<file path="config.mk">
export PLATFORM = sky130hd
export DESIGN_NAME = pipelined_adder_flat
export DESIGN_NICKNAME = d
export VERILOG_FILES = /design/src/rtl/pipelined_adder_if.sv /design/src/rtl/pipelined_adder.sv /design/src/flat_wrapper.sv
export SDC_FILE = /design/constraint.sdc
export NUM_CORES = 1
export LEC_CHECK = 0
export CAP_MARGIN = 25
export CORE_AREA = 2 2 97 99
export DETAILED_ROUTE_END_ITERATION = 10
export DIE_AREA = 0 0 99 101
export PLACE_DENSITY = 0.74
export SETUP_SLACK_MARGIN = 0.3
export SLEW_MARGIN = 20
export SYNTH_ARGS = -nofsm -noshare
export SYNTH_HDL_FRONTEND = slang
export SYNTH_SLANG_ARGS = --single-unit
</file>
<file path="constraint.sdc">
create_clock -name clk -period 1.79 [get_ports clk]
set_input_delay 0.2685 -clock clk [delete_from_list [all_inputs] [get_ports clk]]
set_output_delay 0.2685 -clock clk [all_outputs]
set_load 0.01 [all_outputs]
</file>
<file path="src/rtl/pipelined_adder_if.sv">
// Operand/result bundle for pipelined_adder: producer side and consumer side
// valid/ready handshakes plus the operand and result buses.
// master = the environment driving operands and consuming results, slave = the adder.
interface pipelined_adder_if #(
    parameter int WIDTH = 16
);
    logic             in_valid;
    logic             in_ready;
    logic [WIDTH-1:0] a;
    logic [WIDTH-1:0] b;
    logic             cin;
    logic             sub;
    logic             out_valid;
    logic             out_ready;
    logic [WIDTH-1:0] sum;
    logic             cout;
    logic             ovf;

    modport master (
        output in_valid, a, b, cin, sub, out_ready,
        input  in_ready, out_valid, sum, cout, ovf
    );

    modport slave (
        input  in_valid, a, b, cin, sub, out_ready,
        output in_ready, out_valid, sum, cout, ovf
    );
endinterface

</file>
<file path="src/rtl/pipelined_adder.sv">
// Pipelined ripple-carry adder/subtractor, one S-bit slice added per stage.
// Latency STAGES cycles from acceptance to out_valid, one result per cycle.
// Global stall: when out_valid && !out_ready every stage holds and in_ready=0.
module pipelined_adder #(
    parameter int WIDTH  = 16,   // >= 2, and the interface must use the same WIDTH
    parameter int STAGES = 4     // >= 1, must divide WIDTH exactly
) (
    input logic             clk,
    input logic             rst_n,
    pipelined_adder_if.slave bus
);
    localparam int S    = WIDTH / STAGES;
    localparam int MSB  = WIDTH - 1;
    localparam int LAST = STAGES - 1;

    // Per-stage registers: operands still to be added (lower bits become
    // don't-care as slices are consumed), result bits so far, ripple carry,
    // the operand sign bits for overflow, and the valid flag.
    logic [WIDTH-1:0] a_q  [STAGES];
    logic [WIDTH-1:0] b_q  [STAGES];
    logic [WIDTH-1:0] s_q  [STAGES];
    logic             c_q  [STAGES];
    logic             am_q [STAGES];
    logic             bm_q [STAGES];
    logic             v_q  [STAGES];

    logic [WIDTH-1:0] a_d  [STAGES];
    logic [WIDTH-1:0] b_d  [STAGES];
    logic [WIDTH-1:0] s_d  [STAGES];
    logic             c_d  [STAGES];
    logic             am_d [STAGES];
    logic             bm_d [STAGES];
    logic             v_d  [STAGES];

    logic             advance;
    logic [WIDTH-1:0] b_eff;
    logic             c_eff;

    // Subtraction is a + ~b + 1, so cin is overridden in subtract mode.
    assign b_eff   = bus.b ^ {WIDTH{bus.sub}};
    assign c_eff   = bus.sub | bus.cin;

    // The whole pipe moves together; bubbles travel as invalid entries.
    assign advance = !v_q[LAST] || bus.out_ready;

    // Each stage adds its own slice on top of what the previous stage registered.
    always_comb begin
        logic [WIDTH-1:0] a_s;
        logic [WIDTH-1:0] b_s;
        logic [WIDTH-1:0] s_s;
        logic             c_s;
        logic             am_s;
        logic             bm_s;
        logic             v_s;
        int               p;
        a_s  = '0;
        b_s  = '0;
        s_s  = '0;
        c_s  = 1'b0;
        am_s = 1'b0;
        bm_s = 1'b0;
        v_s  = 1'b0;
        p    = 0;
        for (int k = 0; k < STAGES; k++) begin
            p = (k > 0) ? k - 1 : 0;
            if (k == 0) begin
                a_s  = bus.a;
                b_s  = b_eff;
                s_s  = '0;
                c_s  = c_eff;
                am_s = bus.a[MSB];
                bm_s = b_eff[MSB];
                v_s  = bus.in_valid;
            end else begin
                a_s  = a_q[p];
                b_s  = b_q[p];
                s_s  = s_q[p];
                c_s  = c_q[p];
                am_s = am_q[p];
                bm_s = bm_q[p];
                v_s  = v_q[p];
            end
            s_d[k] = s_s;
            {c_d[k], s_d[k][k*S +: S]} = {1'b0, a_s[k*S +: S]}
                                       + {1'b0, b_s[k*S +: S]}
                                       + {{S{1'b0}}, c_s};
            a_d[k]  = a_s;
            b_d[k]  = b_s;
            am_d[k] = am_s;
            bm_d[k] = bm_s;
            v_d[k]  = v_s;
        end
    end

    // Stage registers: cleared by reset, shifted on advance, otherwise held.
    always_ff @(posedge clk or negedge rst_n) begin
        if (!rst_n) begin
            for (int k = 0; k < STAGES; k++) begin
                a_q[k]  <= '0;
                b_q[k]  <= '0;
                s_q[k]  <= '0;
                c_q[k]  <= 1'b0;
                am_q[k] <= 1'b0;
                bm_q[k] <= 1'b0;
                v_q[k]  <= 1'b0;
            end
        end else if (advance) begin
            for (int k = 0; k < STAGES; k++) begin
                a_q[k]  <= a_d[k];
                b_q[k]  <= b_d[k];
                s_q[k]  <= s_d[k];
                c_q[k]  <= c_d[k];
                am_q[k] <= am_d[k];
                bm_q[k] <= bm_d[k];
                v_q[k]  <= v_d[k];
            end
        end
    end

    // Outputs come straight from the last stage; ovf only looks at registered bits.
    assign bus.in_ready  = advance;
    assign bus.out_valid = v_q[LAST];
    assign bus.sum       = s_q[LAST];
    assign bus.cout      = c_q[LAST];
    assign bus.ovf       = (am_q[LAST] == bm_q[LAST]) && (s_q[LAST][MSB] != am_q[LAST]);
endmodule

</file>
<file path="src/flat_wrapper.sv">
// flat-port wrapper written by rule: the top's interface ports become plain ports
module pipelined_adder_flat 
#(
    parameter int WIDTH  = 16,                                                     
    parameter int STAGES = 4                                       
)
  (clk, rst_n, bus_in_valid, bus_a, bus_b, bus_cin, bus_sub, bus_out_ready, bus_in_ready, bus_out_valid, bus_sum, bus_cout, bus_ovf);
  pipelined_adder_if #(.WIDTH(WIDTH)) bus_i ();
  input logic clk;
  input logic rst_n;
  input wire logic [$bits(bus_i.in_valid)-1:0] bus_in_valid;
  input wire logic [$bits(bus_i.a)-1:0] bus_a;
  input wire logic [$bits(bus_i.b)-1:0] bus_b;
  input wire logic [$bits(bus_i.cin)-1:0] bus_cin;
  input wire logic [$bits(bus_i.sub)-1:0] bus_sub;
  input wire logic [$bits(bus_i.out_ready)-1:0] bus_out_ready;
  output wire logic [$bits(bus_i.in_ready)-1:0] bus_in_ready;
  output wire logic [$bits(bus_i.out_valid)-1:0] bus_out_valid;
  output wire logic [$bits(bus_i.sum)-1:0] bus_sum;
  output wire logic [$bits(bus_i.cout)-1:0] bus_cout;
  output wire logic [$bits(bus_i.ovf)-1:0] bus_ovf;
  assign bus_i.in_valid = bus_in_valid;
  assign bus_i.a = bus_a;
  assign bus_i.b = bus_b;
  assign bus_i.cin = bus_cin;
  assign bus_i.sub = bus_sub;
  assign bus_i.out_ready = bus_out_ready;
  assign bus_in_ready = bus_i.in_ready;
  assign bus_out_valid = bus_i.out_valid;
  assign bus_sum = bus_i.sum;
  assign bus_cout = bus_i.cout;
  assign bus_ovf = bus_i.ovf;
  pipelined_adder #(.WIDTH(WIDTH), .STAGES(STAGES)) u_core (.clk(clk), .rst_n(rst_n), .bus(bus_i));
endmodule
</file>
==> flow_summary.yaml, run 1 <==
setup_path:
  slowest_stage: "fa_2"
  r2r_slack_ns: 0.12
  cp-start-kind: "flop"
  cp_max_fo: 2
  endpoint_kind: "flop"
  required_ns: 2.02
  cp.arrival_ns: 1.90
  path_cells: "fa_2 -> fa_2 -> a21o_1 -> a21oi_1 -> a21oi_1"
  cpPeakStageDelay_ns: 0.42
  crit_type: "flop to flop"
placement:
  dp_slack_ns: -0.6749
  place_congestion: 0.7875
  dp_hpwl_mm: 5.457
  io_buffers: 57
  place_area_um2: 5045
final_layout:
  layout_commonest_cell: "nand2_1"
  layout_common_cells: "nand2_1 (227), dfrtp_1 (98), clkdlybuf4s50_1 (31)"
  area_delta_synth_final_pct: 21.72
  antenna_cells: 0
  nNetsFinal: 579
  finish.utilization_pct: 58.66
  drive_gt1_share_pct: 11.03
  design_area_um2: 5266
floorplan:
  die_h_um: 101
  core_region_area_um2: 8977
  initial_core_util_pct: 48.20
  fp.dieArea_um2: 9999
  io_pins: 58
  placementRows: 35
  die_w_um: 99
power:
  ir_drop_mv: 0.6279
  total_power_w: 0.008236
  power_density_nw_per_um2: 1564
  cellLeakagePower_nw: 2.653
timing:
  fmax_mhz: 599.3
  finalSetupViolCount: 0
  finClkSkew_ns: 0.01406
  relSlewSlack_pct: 76.91
  period_share_pct: 93.22
  worst_pin_slew_ns: 0.3464
  fin_hold_ws_ns: 0.3437
  fin_crit_ns: 1.669
  finalHoldViolCount: 0
  drv_slew: 0
  rsz0062_at_grt: "true"
  fin_ws_ns: 0.1214
grt:
  grt_max_degree: 73
  gr-total-overflow: 0
  track_usage_pct: 17.06
  grt_pass1_vias: 2908
  grt_first_pass_wirelength_mm: 13.57
  antenna_found_initial: 0
route:
  vias: 2964
  via_per_inst: 4.653
  drc: 0
  drt-initial-drc-count: 163
  wl_per_cell_um: 12.22
  drt_wl_total_mm: 7.782
  antenna_left: 0
  dr.pass1.iters: 4
clocking:
  cts_tree: "built"
  htreeDepth: 3
  path_clk_slew_ns: 0.10
  cts_buffers: 9
  cts_sinks: 98
  root_buffer: "clkbuf_8"
  cts_buffer_depth: 2
  insertion_delay_ns: 0.36
logic_synthesis:
  synthesis.nets: 518
  synth_warnings: 0
  netlist_area_um2: 4327
  synthDistinctLibCells: 21
  postSynthCellCount: 460
  ys_seq_elements: 98
  synth_seq_area_share_pct: 56.68
  synth.avg_cell_area_um2: 9.406
job:
  drv_cap: 0
run_status:
  status: "finished, final reports clean"
min_path:
  hp-class: "input port to async pin"
[registers in the layout, summed over array words and instances, names as in the netlist]
register,count
u_core.a_d,21
u_core.am_d,3
u_core.am_q,1
u_core.b_d,21
u_core.bm_d,3
u_core.bm_q,1
u_core.bus.cout,1
u_core.bus.out_valid,1
u_core.bus.sum,16
u_core.c_q,3
u_core.s_d,24
u_core.v_d,3
[power by group]
part | switching (W) | internal (W)
Clock | 0.000774 | 0.000518
Combinational | 0.00172 | 0.00147
Sequential | 0.000554 | 0.00320
[worst max-delay path, delay by kind of cell, from the launching register on]
kind / cells / cell delay, ns
AO/OA/AOI/OAI: 3 / 0.36
adder cells (fa/ha/maj): 2 / 0.77
flip-flops: 1 / 0.41
[logic make-up (layout without fill, tap and decap cells)]
kind of cell	Yosys count	count (layout)	synth area share, %
buf+inv	31	97	4.424
compound gates	44	44	5.437
xor+xnor	24	24	4.858
fa+ha+maj	20	20	7.172
flops	98	98	56.68
simple gates	243	243	21.43
[final cells by class]
cell class                 instances  area (um2)
fill                             779        3711
clock buffer                      10       127.6
inverter                           7       26.28
tap                              111       138.9
clock inverter                     6       48.80
multi-input combinational        331        1755
sequential                        98        2452
timing repair buffer              74       716.9
[per-layer routing]
layer	global-route usage (%)	vias up	share of wire, %
met5	0	-	0
met4	4.953	0	1.4
li1	-	1544	-
met2	27.91	42	49
met1	23.25	1368	47
met3	3.537	10	3.0
[metrics by stage]
| step | std cells | setup TNS [ns] |
|---|---|---|
| after global placement | 618 | -2.236 |
| after floorplan | 460 | -0.4493 |
| after CTS | 636 | 0 |
| after global routing | 637 | 0 |
| after detailed placement | 618 | -2.467 |
| final | 637 | 0 |
[synthesized netlist by cell type (all sizes together)]
library cell / instances / share of area (%)
nand2: 227 / 20
dfrtp: 98 / 57
o21ai: 24 / 2.8
buf: 22 / 3.6
a21oi: 14 / 1.6
xnor2: 13 / 2.6
ha: 12 / 3.5
nor2: 11 / 0.95
xor2: 11 / 2.2
fa: 8 / 3.7
inv: 7 / 0.61
a21o: 6 / 1.0
nor2b: 3 / 0.49
clkbuf: 2 / 0.17
nand2b: 1 / 0.14
or2: 1 / 0.14
[path summary, 6_finish.rpt]
kind	to	from	cells past startpoint
hold / removal	u_core.a_d[38]$_DFFE_PN0P_	rst_n	2
min in group clk	u_core.s_d[32]$_DFFE_PN0P_	bus_cin	5
setup / recovery	u_core.c_q[1]$_DFFE_PN0P_	u_core.c_q[2]$_DFFE_PN0P_	5
hold reg to reg	u_core.bus.sum[0]$_DFFE_PN0P_	u_core.bus.sum[0]$_DFFE_PN0P_	2
setup reg to reg	u_core.c_q[1]$_DFFE_PN0P_	u_core.c_q[2]$_DFFE_PN0P_	5
max in group asynchronous	u_core.bus.sum[12]$_DFFE_PN0P_	rst_n	3
[what timing repair did]
item	4_1_cts	5_1_grt
hold buffers	1	0
pin swaps	22	18
setup buffers	1	1
endpoints found under the setup margin	36	16
resized for setup	52	10
endpoints found under the hold margin	22	0
Power figures use the tool's default switching activity.
==> run 2, diff against run 1 <==
Settings changed: SLEW_MARGIN 20 to 30.
==> results of run 2 <==
Final layout, timing and power as in run 1 (identical DEF).
